[src/rtl/score_pkg.sv]
// -----------------------------------------------------------------------------
// score_pkg
// Shared types and constants for the BCD score counter slice.
//   bcd_digit_t  : one BCD digit (4 bits)
//   BCD_MAX      : largest legal BCD digit value
//   PEND_W/MAX   : width and saturation value of the pending-points counter
//   state_t      : counter FSM states
//   clamp_award  : maps a raw 4-bit award to 0..9
// -----------------------------------------------------------------------------
package score_pkg;

    typedef logic [3:0] bcd_digit_t;

    localparam bcd_digit_t BCD_MAX = 4'd9;
    localparam int PEND_W = 5;
    localparam logic [PEND_W-1:0] PEND_MAX = 5'd31;

    typedef enum logic {
        S_IDLE  = 1'b0,
        S_COUNT = 1'b1
    } state_t;

    // Awards above 9 are clamped to 9; 0 stays 0 (ignored by the caller).
    function automatic bcd_digit_t clamp_award(input logic [3:0] raw);
        return (raw > BCD_MAX) ? BCD_MAX : raw;
    endfunction

endpackage

[src/rtl/bcd_score_counter_if.sv]
// -----------------------------------------------------------------------------
// bcd_score_counter_if
// Control/award inputs and score outputs of the BCD score counter.
//   clearN    : synchronous active-low clear
//   ena       : count-enable tick
//   add_req   : award request
//   add_val   : award amount (0 ignored, >9 clamped)
//   digits    : BCD score, ones digit in [3:0]
//   busy      : pending points remain
//   carry_out : one-cycle wrap pulse
//   full      : all digits are 9
// Modports: master drives requests (game logic / bench), slave is the counter.
// -----------------------------------------------------------------------------
interface bcd_score_counter_if #(
    parameter int DIGITS = 4
);
    logic                  clearN;
    logic                  ena;
    logic                  add_req;
    logic [3:0]            add_val;
    logic [4*DIGITS-1:0]   digits;
    logic                  busy;
    logic                  carry_out;
    logic                  full;

    modport master (
        output clearN, ena, add_req, add_val,
        input  digits, busy, carry_out, full
    );

    modport slave (
        input  clearN, ena, add_req, add_val,
        output digits, busy, carry_out, full
    );
endinterface

[src/rtl/bcd_digit.sv]
// -----------------------------------------------------------------------------
// bcd_digit
// One BCD digit register of the score ripple chain.
//   clk, resetN : clock, asynchronous active-low reset
//   clr         : synchronous clear (priority over inc_in)
//   inc_in      : increment this digit on the current edge
//   digit       : registered digit value 0..9
//   carry       : combinational carry into the next digit (digit==9 && inc_in)
// -----------------------------------------------------------------------------
module bcd_digit
    import score_pkg::*;
(
    input  logic       clk,
    input  logic       resetN,
    input  logic       clr,
    input  logic       inc_in,
    output bcd_digit_t digit,
    output logic       carry
);

    bcd_digit_t digit_r;

    // Digit register: clear wins, otherwise a 9 rolls over to 0 on increment.
    always_ff @(posedge clk or negedge resetN) begin
        if (!resetN) begin
            digit_r <= 4'd0;
        end else if (clr) begin
            digit_r <= 4'd0;
        end else if (inc_in) begin
            digit_r <= (digit_r == BCD_MAX) ? 4'd0 : (digit_r + 4'd1);
        end else begin
            digit_r <= digit_r;
        end
    end

    // Carry ripples combinationally so the whole chain updates on one edge.
    always_comb begin
        carry = (digit_r == BCD_MAX) && inc_in;
    end

    assign digit = digit_r;

endmodule

[src/rtl/bcd_score_counter.sv]
// -----------------------------------------------------------------------------
// bcd_score_counter
// Multi-digit BCD up-counting score accumulator. Awards of 1..9 points are
// queued in a saturating 5-bit pending counter and applied one point per
// enabled clock, carrying decimal-wise across DIGITS digits.
//   clk     : system clock
//   resetN  : asynchronous active-low reset
//   sb      : bcd_score_counter_if.slave (clearN, ena, add_req, add_val in;
//             digits, busy, carry_out, full out)
// Parameter DIGITS: number of BCD digits, 1..8.
// Build option SCORE_SATURATE_EN: when defined the score sticks at all-9s
// (pending still drains, carry_out never pulses); when undefined the score
// wraps to all-0s with a one-cycle carry_out pulse.
// -----------------------------------------------------------------------------
module bcd_score_counter
    import score_pkg::*;
#(
    parameter int DIGITS = 4
) (
    input  logic                    clk,
    input  logic                    resetN,
    bcd_score_counter_if.slave      sb
);

    state_t              state_r;
    state_t              state_next_s;
    logic [PEND_W-1:0]   pend_r;
    logic [PEND_W-1:0]   pend_next_s;
    logic [PEND_W:0]     pend_sum_s;
    logic                busy_r;
    logic                carry_out_r;

    bcd_digit_t          award_s;
    logic                accept_s;
    logic                inc_s;
    logic                full_s;
    logic                wrap_s;
    logic [4*DIGITS-1:0] digits_s;
    logic                chain_s [0:DIGITS];

    // Award clamping and increment qualification.
    always_comb begin
        award_s  = clamp_award(sb.add_val);
        accept_s = sb.add_req && (award_s != 4'd0);
        inc_s    = (state_r == S_COUNT) && sb.ena;
    end

    // Next pending value and FSM next state; clear discards any same-edge award.
    always_comb begin
        pend_sum_s   = {1'b0, pend_r}
                     + {2'b00, (accept_s ? award_s : 4'd0)}
                     - {{PEND_W{1'b0}}, inc_s};
        pend_next_s  = pend_r;
        state_next_s = state_r;
        if (!sb.clearN) begin
            pend_next_s  = {PEND_W{1'b0}};
            state_next_s = S_IDLE;
        end else begin
            pend_next_s = (pend_sum_s > {1'b0, PEND_MAX}) ? PEND_MAX
                                                          : pend_sum_s[PEND_W-1:0];
            case (state_r)
                S_IDLE:  state_next_s = (pend_next_s != {PEND_W{1'b0}}) ? S_COUNT : S_IDLE;
                S_COUNT: state_next_s = (pend_next_s == {PEND_W{1'b0}}) ? S_IDLE : S_COUNT;
                default: state_next_s = S_IDLE;
            endcase
        end
    end

    // State, pending, busy and wrap-pulse registers.
    always_ff @(posedge clk or negedge resetN) begin
        if (!resetN) begin
            state_r     <= S_IDLE;
            pend_r      <= {PEND_W{1'b0}};
            busy_r      <= 1'b0;
            carry_out_r <= 1'b0;
        end else begin
            state_r     <= state_next_s;
            pend_r      <= pend_next_s;
            busy_r      <= (pend_next_s != {PEND_W{1'b0}});
            carry_out_r <= sb.clearN && wrap_s;
        end
    end

    // Full detect over the registered digits.
    always_comb begin
        full_s = 1'b1;
        for (int i = 0; i < DIGITS; i++) begin
            full_s = full_s && (digits_s[i*4 +: 4] == BCD_MAX);
        end
    end

`ifdef SCORE_SATURATE_EN
    // Saturating build: increments at all-9s are dropped, so no wrap occurs.
    assign chain_s[0] = inc_s && !full_s;
    assign wrap_s     = 1'b0;
`else
    // Wrapping build: the carry out of the top digit marks the all-9s rollover.
    assign chain_s[0] = inc_s;
    assign wrap_s     = chain_s[DIGITS];
`endif

    for (genvar g = 0; g < DIGITS; g++) begin : g_digit
        bcd_digit u_digit (
            .clk    (clk),
            .resetN (resetN),
            .clr    (!sb.clearN),
            .inc_in (chain_s[g]),
            .digit  (digits_s[g*4 +: 4]),
            .carry  (chain_s[g+1])
        );
    end

    assign sb.digits    = digits_s;
    assign sb.busy      = busy_r;
    assign sb.carry_out = carry_out_r;
    assign sb.full      = full_s;

endmodule

[src/flat_wrapper.sv]
// flat-port wrapper written by rule: the top's interface ports become plain ports
module bcd_score_counter_flat import score_pkg::*;
#(
    parameter int DIGITS = 4
)
  (clk, resetN, sb_clearN, sb_ena, sb_add_req, sb_add_val, sb_digits, sb_busy, sb_carry_out, sb_full);
  bcd_score_counter_if #(.DIGITS(DIGITS)) sb_i ();
  input  logic clk;
  input  logic resetN;
  input wire logic [$bits(sb_i.clearN)-1:0] sb_clearN;
  input wire logic [$bits(sb_i.ena)-1:0] sb_ena;
  input wire logic [$bits(sb_i.add_req)-1:0] sb_add_req;
  input wire logic [$bits(sb_i.add_val)-1:0] sb_add_val;
  output wire logic [$bits(sb_i.digits)-1:0] sb_digits;
  output wire logic [$bits(sb_i.busy)-1:0] sb_busy;
  output wire logic [$bits(sb_i.carry_out)-1:0] sb_carry_out;
  output wire logic [$bits(sb_i.full)-1:0] sb_full;
  assign sb_i.clearN = sb_clearN;
  assign sb_i.ena = sb_ena;
  assign sb_i.add_req = sb_add_req;
  assign sb_i.add_val = sb_add_val;
  assign sb_digits = sb_i.digits;
  assign sb_busy = sb_i.busy;
  assign sb_carry_out = sb_i.carry_out;
  assign sb_full = sb_i.full;
  bcd_score_counter #(.DIGITS(DIGITS)) u_core (.clk(clk), .resetN(resetN), .sb(sb_i));
endmodule
[config.mk]
export PLATFORM = sky130hd
export DESIGN_NAME = bcd_score_counter_flat
export DESIGN_NICKNAME = d
export VERILOG_FILES = /design/src/rtl/score_pkg.sv /design/src/rtl/bcd_score_counter_if.sv /design/src/rtl/bcd_digit.sv /design/src/rtl/bcd_score_counter.sv /design/src/flat_wrapper.sv
export SDC_FILE = /design/constraint.sdc
export NUM_CORES = 1
export LEC_CHECK = 0
export BUFFER_PORTS_ARGS = -buffer_cell sky130_fd_sc_hd__buf_2
export CAP_MARGIN = 20
export CORE_MARGIN = 10
export CORE_UTILIZATION = 52
export DETAILED_ROUTE_END_ITERATION = 12
export GPL_ROUTABILITY_DRIVEN = 0
export PLACE_DENSITY = 0.81
export SLEW_MARGIN = 30
export SYNTH_ARGS = -nofsm -noshare
export SYNTH_HDL_FRONTEND = slang
export SYNTH_SLANG_ARGS = --single-unit
[constraint.sdc]
create_clock -name clk -period 6.4 [get_ports clk]
set_input_delay 0.96 -clock clk [delete_from_list [all_inputs] [get_ports clk]]
set_output_delay 0.96 -clock clk [all_outputs]
set_load 0.005 [all_outputs]
---- After elaboration in Yosys (flattened, before gate mapping) ----
Index checks and enable logic that the tools add are counted.
storage, ports and cells
  flip-flop bits (word level) ............. 24
  input bits .............................. 9
  output and inout port bits .............. 19
  word-level logic and storage cells ...... 59
cells by class
  add/sub/neg operators ................... 6
  order comparisons ....................... 2
  equal/unequal tests ..................... 8
  muxes and demuxes ....................... 20
  bitwise operators ....................... 1
  reduce and logical (&&, ||, !) cells .... 14
operators by type and width
  cell                                                    number
  two-way mux 4 bit                                       14
  adder 4 x 1 -> 4 bit (second input constant)            4
  == test 4 bit (second input constant)                   4
  logical AND 1 bit                                       10
  two-way mux 5 bit                                       2
  nonzero test 5 bit                                      2
  inequality test 2 x 1 -> 1 bit (second input constant)  4
  adder 5 x 4 -> 6 bit                                    1
  > comparator 6 x 5 -> 1 bit (second input constant)     1
  subtractor 6 x 1 -> 6 bit                               1
  logical NOT 5 bit                                       1
  > comparator 4 bit (second input constant)              1
  nonzero test 4 bit                                      1
  two-way mux 1 bit                                       3
  case mux 1 bit (2 select lines)                         1
  inverter 1 bit                                          1

---- Depth between registers and ports, before layout ----
  word-level depth ........................ 13
  depth in mapped cells ................... 11
  gate-level depth less buffers ........... 11

---- Modules after synthesis ----
Synthesis repeated with hierarchy kept, for this count alone.
second synthesis, totals
  cells, all modules ...................... 182
  area total of the unflattened synthesis .. 1674.1 um^2
modules (own cells, without submodules)
  module             instances  cells an instance  area each (um^2)  seq. area each (um^2)
  bcd_digit          4          26                 241.5             100.1
  bcd_score_counter  1          78                 708.2             200.2

---- Least setup slack after synthesis ----
OpenSTA, ideal clock, no wires.
  kind .................................... input to register
  start point ............................. input sb_ena
  end point ............................... register u_core.busy_r, in the netlist u_core.sb.busy
  library setup time ...................... 0.129 ns
  data arrival time ....................... 2.934 ns
  data required time ...................... 6.271 ns
  path slack .............................. 3.336 ns
  cell stages on the path ................. 11
  path buffers ............................ 0
  path through ............................ nand2_1 > inv_2 > ha_1 > inv_1 > ha_1 > inv_1 > fa_1 > nand2b_1 > a21o_1 > xnor2_1 > o41a_1
between the ends
  cells in the longest elaborated chain, start to end .. 6
RTL lines
  what                           RTL line                 RTL
  from (decl)                    flat_wrapper.sv:11       input wire logic [$bits(sb_i.ena)-1:0] sb_ena;
  logical AND 1 bit (*)          bcd_score_counter.sv:45  inc_s = (state_r == S_COUNT) && sb.ena;
  subtractor 6 x 1 -> 6 bit (*)  bcd_score_counter.sv:52  - {{PEND_W{1'b0}}, inc_s};
  > comparator 6 x 5 -> 1 bit    bcd_score_counter.sv:59  pend_next_s = (pend_sum_s > {1'b0, PEND_MAX}) ? PEND_MAX
  two-way mux 5 bit (*)          bcd_score_counter.sv:59
  two-way mux 5 bit (*)          bcd_score_counter.sv:55  if (!sb.clearN) begin
  nonzero test 5 bit (*)         bcd_score_counter.sv:79  busy_r <= (pend_next_s != {PEND_W{1'b0}});
  to (signal assigned)           bcd_score_counter.sv:79
  to (decl)                      bcd_score_counter.sv:30  logic busy_r;
Mark *: on every way between the ends. The rest lies on a longest branch, timed or not.
A chain may end at the register's enable or synchronous reset.

---- Worst setup path after layout ----
  start point ............................. input sb_ena
  end point ............................... register u_core.state_r
between the ends
  cells in the longest elaborated chain, start to end .. 8
  elaborated cells between the ends (all ways) .. 10
  those cells by class .................... add/sub: 1; order compare: 1; mux: 5; reduce/logical: 3
RTL lines
  what                                                     RTL line                                          RTL
  logical AND 1 bit (*)                                    bcd_score_counter.sv:45
  subtractor 6 x 1 -> 6 bit (*)                            bcd_score_counter.sv:52
  > comparator 6 x 5 -> 1 bit                              bcd_score_counter.sv:59
  two-way mux 5 bit (*)                                    bcd_score_counter.sv:59
  logical NOT 5 bit or nonzero test 5 bit (tied branches)  bcd_score_counter.sv:63, bcd_score_counter.sv:62
  two-way mux 1 bit (on tied branches)                     bcd_score_counter.sv:63, bcd_score_counter.sv:62
  case mux 1 bit (2 select lines) (*)                      bcd_score_counter.sv:61                           case (state_r)
  two-way mux 1 bit (*)                                    bcd_score_counter.sv:55
  named net u_core.state_next_s                            bcd_score_counter.sv:26                           state_t state_next_s;
  to (signal assigned)                                     bcd_score_counter.sv:77                           state_r <= state_next_s;
  to (decl)                                                bcd_score_counter.sv:25                           state_t state_r;
Mark *: on every way through the listed nets, which the timed path passes. The rest lies on a longest branch.

==> impl_metrics.yaml <==
sta:
  slew_headroom: 0.548
  min_period_over_period: 0.472
  fin_ws_ps: 3380
  setup_viol: 0
  period_needed_ps: 3020
  finalSetupTns_ps: 0
  worst_pin_slew_ps: 678
  slew_viol_final: 0
  grt_setup_unrepaired: "false"
  max_freq_mhz: 331
  finClkSkew_ps: 1.89
  finalHoldViolations: 0
pwr:
  netSwitchingFraction: 0.461
  sequentialPowerShare: 0.277
  clkPwrFrac: 0.119
  internal_power_w: 0.000364
  p_per_area_nw_per_um2: 351
  p_leak_nw: 0.936
  combPwrFrac: 0.604
  vdd_drop_max_mv: 0.205
  switchingPower_w: 0.000312
cts:
  htreeDepth: 1
  clock_latency_ps: 310
  root_buffer: "clkbuf_4"
  cts_buffer_depth: 2
  numCtsBuffers: 3
  cts_tree: "yes"
  cts.clk_slew.worst_paths_ps: 130
  cts_setup_buffers: 0
  hold_buffers: 0
  cts_sinks: 24
  cts_resized: 0
synth:
  yosysWarnings: 0
  avgSynthCellArea_um2: 8.62
  synth_cell_types: 44
  ys_seq_area_frac: 0.347
  ys_ff_latch: 24
  synth_fp_nets: 226
  netlist_area_um2: 1730
  syn_inst: 201
  synth_top_area_cell: "dfrtp_1"
  yosysTopAreaCellShare: 0.347
  synthTopCellsByArea: "dfrtp_1 35%, ha_1 11%, a21oi_1 5.2%"
global_route:
  antenna_found_initial: 0
  grt_pass1_vias: 1487
  grt_pass1_wl_mm: 6.58
  groute.usage.overall: 0.125
  grt_max_degree: 25
  grt_overflow: 0
worst_setup_path:
  required_ps: 6610
  r2r_setup_slack_ps: 3700
  crit_fanout: 8
  critical_path_arrival_ps: 3230
  cp_top_family: "adder cells"
  crit_path_top_delay_cell: "fa_1"
  worst-path-buf-inv: 4
  crit_path_end_kind: "flip-flop"
  setup.worst_path.class: "input port to flip-flop"
  crit_path_start_kind: "input port"
  path_cells: "buf_2, nand2_1, inv_2, ha_1, inv_1, ha_1, inv_1, fa_1, nand2b_1, a21o_1, xnor2_1, o41a_1"
  slowest_delay_ps: 390
layout:
  layout-drive-gt1-share: 0.165
  area_delta_synth_final_pct: 11.2
  fin_nets: 250
  antenna_cells: 0
floorplan:
  rows: 20
  num_io_pins: 28
  dieArea_um2: 6040
  design.core.area_um2: 3130
  die_x_um: 77.7
  die_y_um: 77.7
  initial_core_util: 0.554
routing:
  drt.antenna.violating_nets: 0
  drt-total-wl_mm: 3.81
  num_vias: 1510
  viasPerCell: 5.63
  dr.pass1.iters: 4
  drc: 0
  drt-initial-drc-count: 69
  wl_per_cell_um: 14.2
placed_design:
  port_buffers: 27
  preCtsSetupSlack_ps: 3040
  hpwl_mm: 2.92
outcome:
  status: "complete, no violations"
worst_hold_path:
  holdCritPathClass: "flip-flop to flip-flop"
flow_run:
  drv_cap: 0
==> through the flow <==
step	util	hold slack (ps)	std cells	cell area [µm²]	power (W)
finish	0.616	590	268	1930	0.000676
global route	0.616	629	268	1930	0.000736
CTS	0.616	590	268	1930	0.000672
detailed placement	0.604	570	264	1890	0.000590
global placement	0.604	560	264	1890	0.000578
floorplan	-	556	201	1730	0.000504
==> metal layers <==
layer	track usage	up-vias	part of all wire
li1	-	755	-
met1	0.151	713	0.46
met2	0.206	36	0.47
met3	0.0449	6	0.059
met4	0.0292	0	0.0076
met5	0	-	0
==> cell families (layout without fill, tap and decap cells) <==
group / count (synthesis) / in the layout / synth area share
adder cells (fa/ha/maj): 16 / 16 / 0.120
XOR/XNOR: 6 / 6 / 0.0303
multiplexers: 1 / 1 / 0.00578
flip-flops: 24 / 24 / 0.347
AND/OR/NAND/NOR: 78 / 78 / 0.257
buffers and inverters: 29 / 52 / 0.0643
AO/OA/AOI/OAI: 47 / 47 / 0.176
==> cells in the mapped netlist <==
| cell type | instances |
|---|---|
| a2111oi_0 | 1 |
| clkbuf_1 | 6 |
| or4_1 | 1 |
| and4bb_4 | 1 |
| o31ai_1 | 1 |
| xor2_1 | 2 |
| o41a_1 | 2 |
| nor2b_1 | 6 |
| a31oi_1 | 2 |
| nand4_2 | 1 |
| nand2b_1 | 1 |
| nor3b_1 | 4 |
| inv_2 | 1 |
| o21a_1 | 2 |
| a21o_1 | 3 |
| fa_1 | 1 |
| a221o_1 | 1 |
| and3_1 | 2 |
| o211ai_1 | 1 |
| o2111a_1 | 1 |
| ha_1 | 15 |
| a211oi_1 | 3 |
| nand3_1 | 9 |
| xnor2_1 | 4 |
| mux2i_1 | 1 |
| inv_1 | 20 |
| a31o_2 | 2 |
| dfrtp_1 | 24 |
| or4b_1 | 1 |
| a311oi_1 | 2 |
| nand2_1 | 15 |
| nor2_1 | 18 |
| nor4_1 | 2 |
| o21ai_0 | 8 |
| and2_1 | 2 |
| nand3_4 | 1 |
| nor3_1 | 2 |
| nand4bb_1 | 1 |
| or3_1 | 5 |
| a21oi_1 | 18 |
| buf_2 | 2 |
| and4_1 | 1 |
| nand4_1 | 2 |
| and3b_1 | 3 |
==> registers in the layout (all words and copies together), names as in the netlist <==
| signal | flops |
|---|---|
| u_core.sb.busy | 1 |
| u_core.state_r | 1 |
| u_core.g_digit.u_digit.digit | 16 |
| u_core.pend_r | 5 |
| u_core.sb.carry_out | 1 |
==> final timing paths <==
path | from | to | cells past startpoint
hold reg to reg | u_core.g_digit[3].u_digit.digit[3]$_DFFE_PN0P_ | u_core.g_digit[3].u_digit.digit[3]$_DFFE_PN0P_ | 2
setup / recovery | sb_ena | u_core.state_r$_DFF_PN0_ | 12
min in group asynchronous | resetN | u_core.g_digit[3].u_digit.digit[3]$_DFFE_PN0P_ | 1
max in group asynchronous | resetN | u_core.g_digit[0].u_digit.digit[1]$_DFFE_PN0P_ | 1
setup reg to reg | u_core.state_r$_DFF_PN0_ | u_core.state_r$_DFF_PN0_ | 11
hold / removal | u_core.g_digit[3].u_digit.digit[3]$_DFFE_PN0P_ | u_core.g_digit[3].u_digit.digit[3]$_DFFE_PN0P_ | 2
==> power by group through the flow <==
stage          sequential [W]  clock (W)  combinational, W
2_1_floorplan        0.000182          0          0.000322
3_3_place_gp         0.000190          0          0.000387
3_5_place_dp         0.000190          0          0.000400
4_1_cts              0.000187  0.0000832          0.000402
5_1_grt              0.000191  0.0000872          0.000458
6_report             0.000187  0.0000808          0.000408
==> cell usage in the layout, fill, tap and decap left out, drive strengths merged, types with 2 or more instances in the layout <==
cell type	n
nand3	10
nor3	2
clkbuf	4
inv	21
nand4	3
buf	27
a311oi	2
a31oi	2
nor2b	6
nor3b	4
o21a	2
and2	2
dfrtp	24
nand2	15
a211oi	3
a31o	2
xnor2	4
xor2	2
o21ai	8
ha	15
a21oi	18
and3	2
nor2	18
nor4	2
a21o	3
or3	5
o41a	2
and3b	3
==> worst reg2reg max path, delay by kind of cell (launching register included) <==
kind / cells / cell delay (ps)
buffers and inverters: 3 / 260
and+or+nand+nor: 2 / 330
AOI/OAI and AO/OA: 2 / 560
adders and majority gates: 3 / 880
DFF: 1 / 410
xor gates and xnor gates: 1 / 150
==> layout make-up <==
class | instances | area, µm²
multi-input cells | 148 | 1020
repair buffers | 27 | 135
well taps | 44 | 55.1
fillers | 286 | 1200
clock buffers | 4 | 36.3
inverters | 21 | 78.8
flip-flops and latches | 24 | 601
No activity file was read; power rests on OpenSTA's default activity.
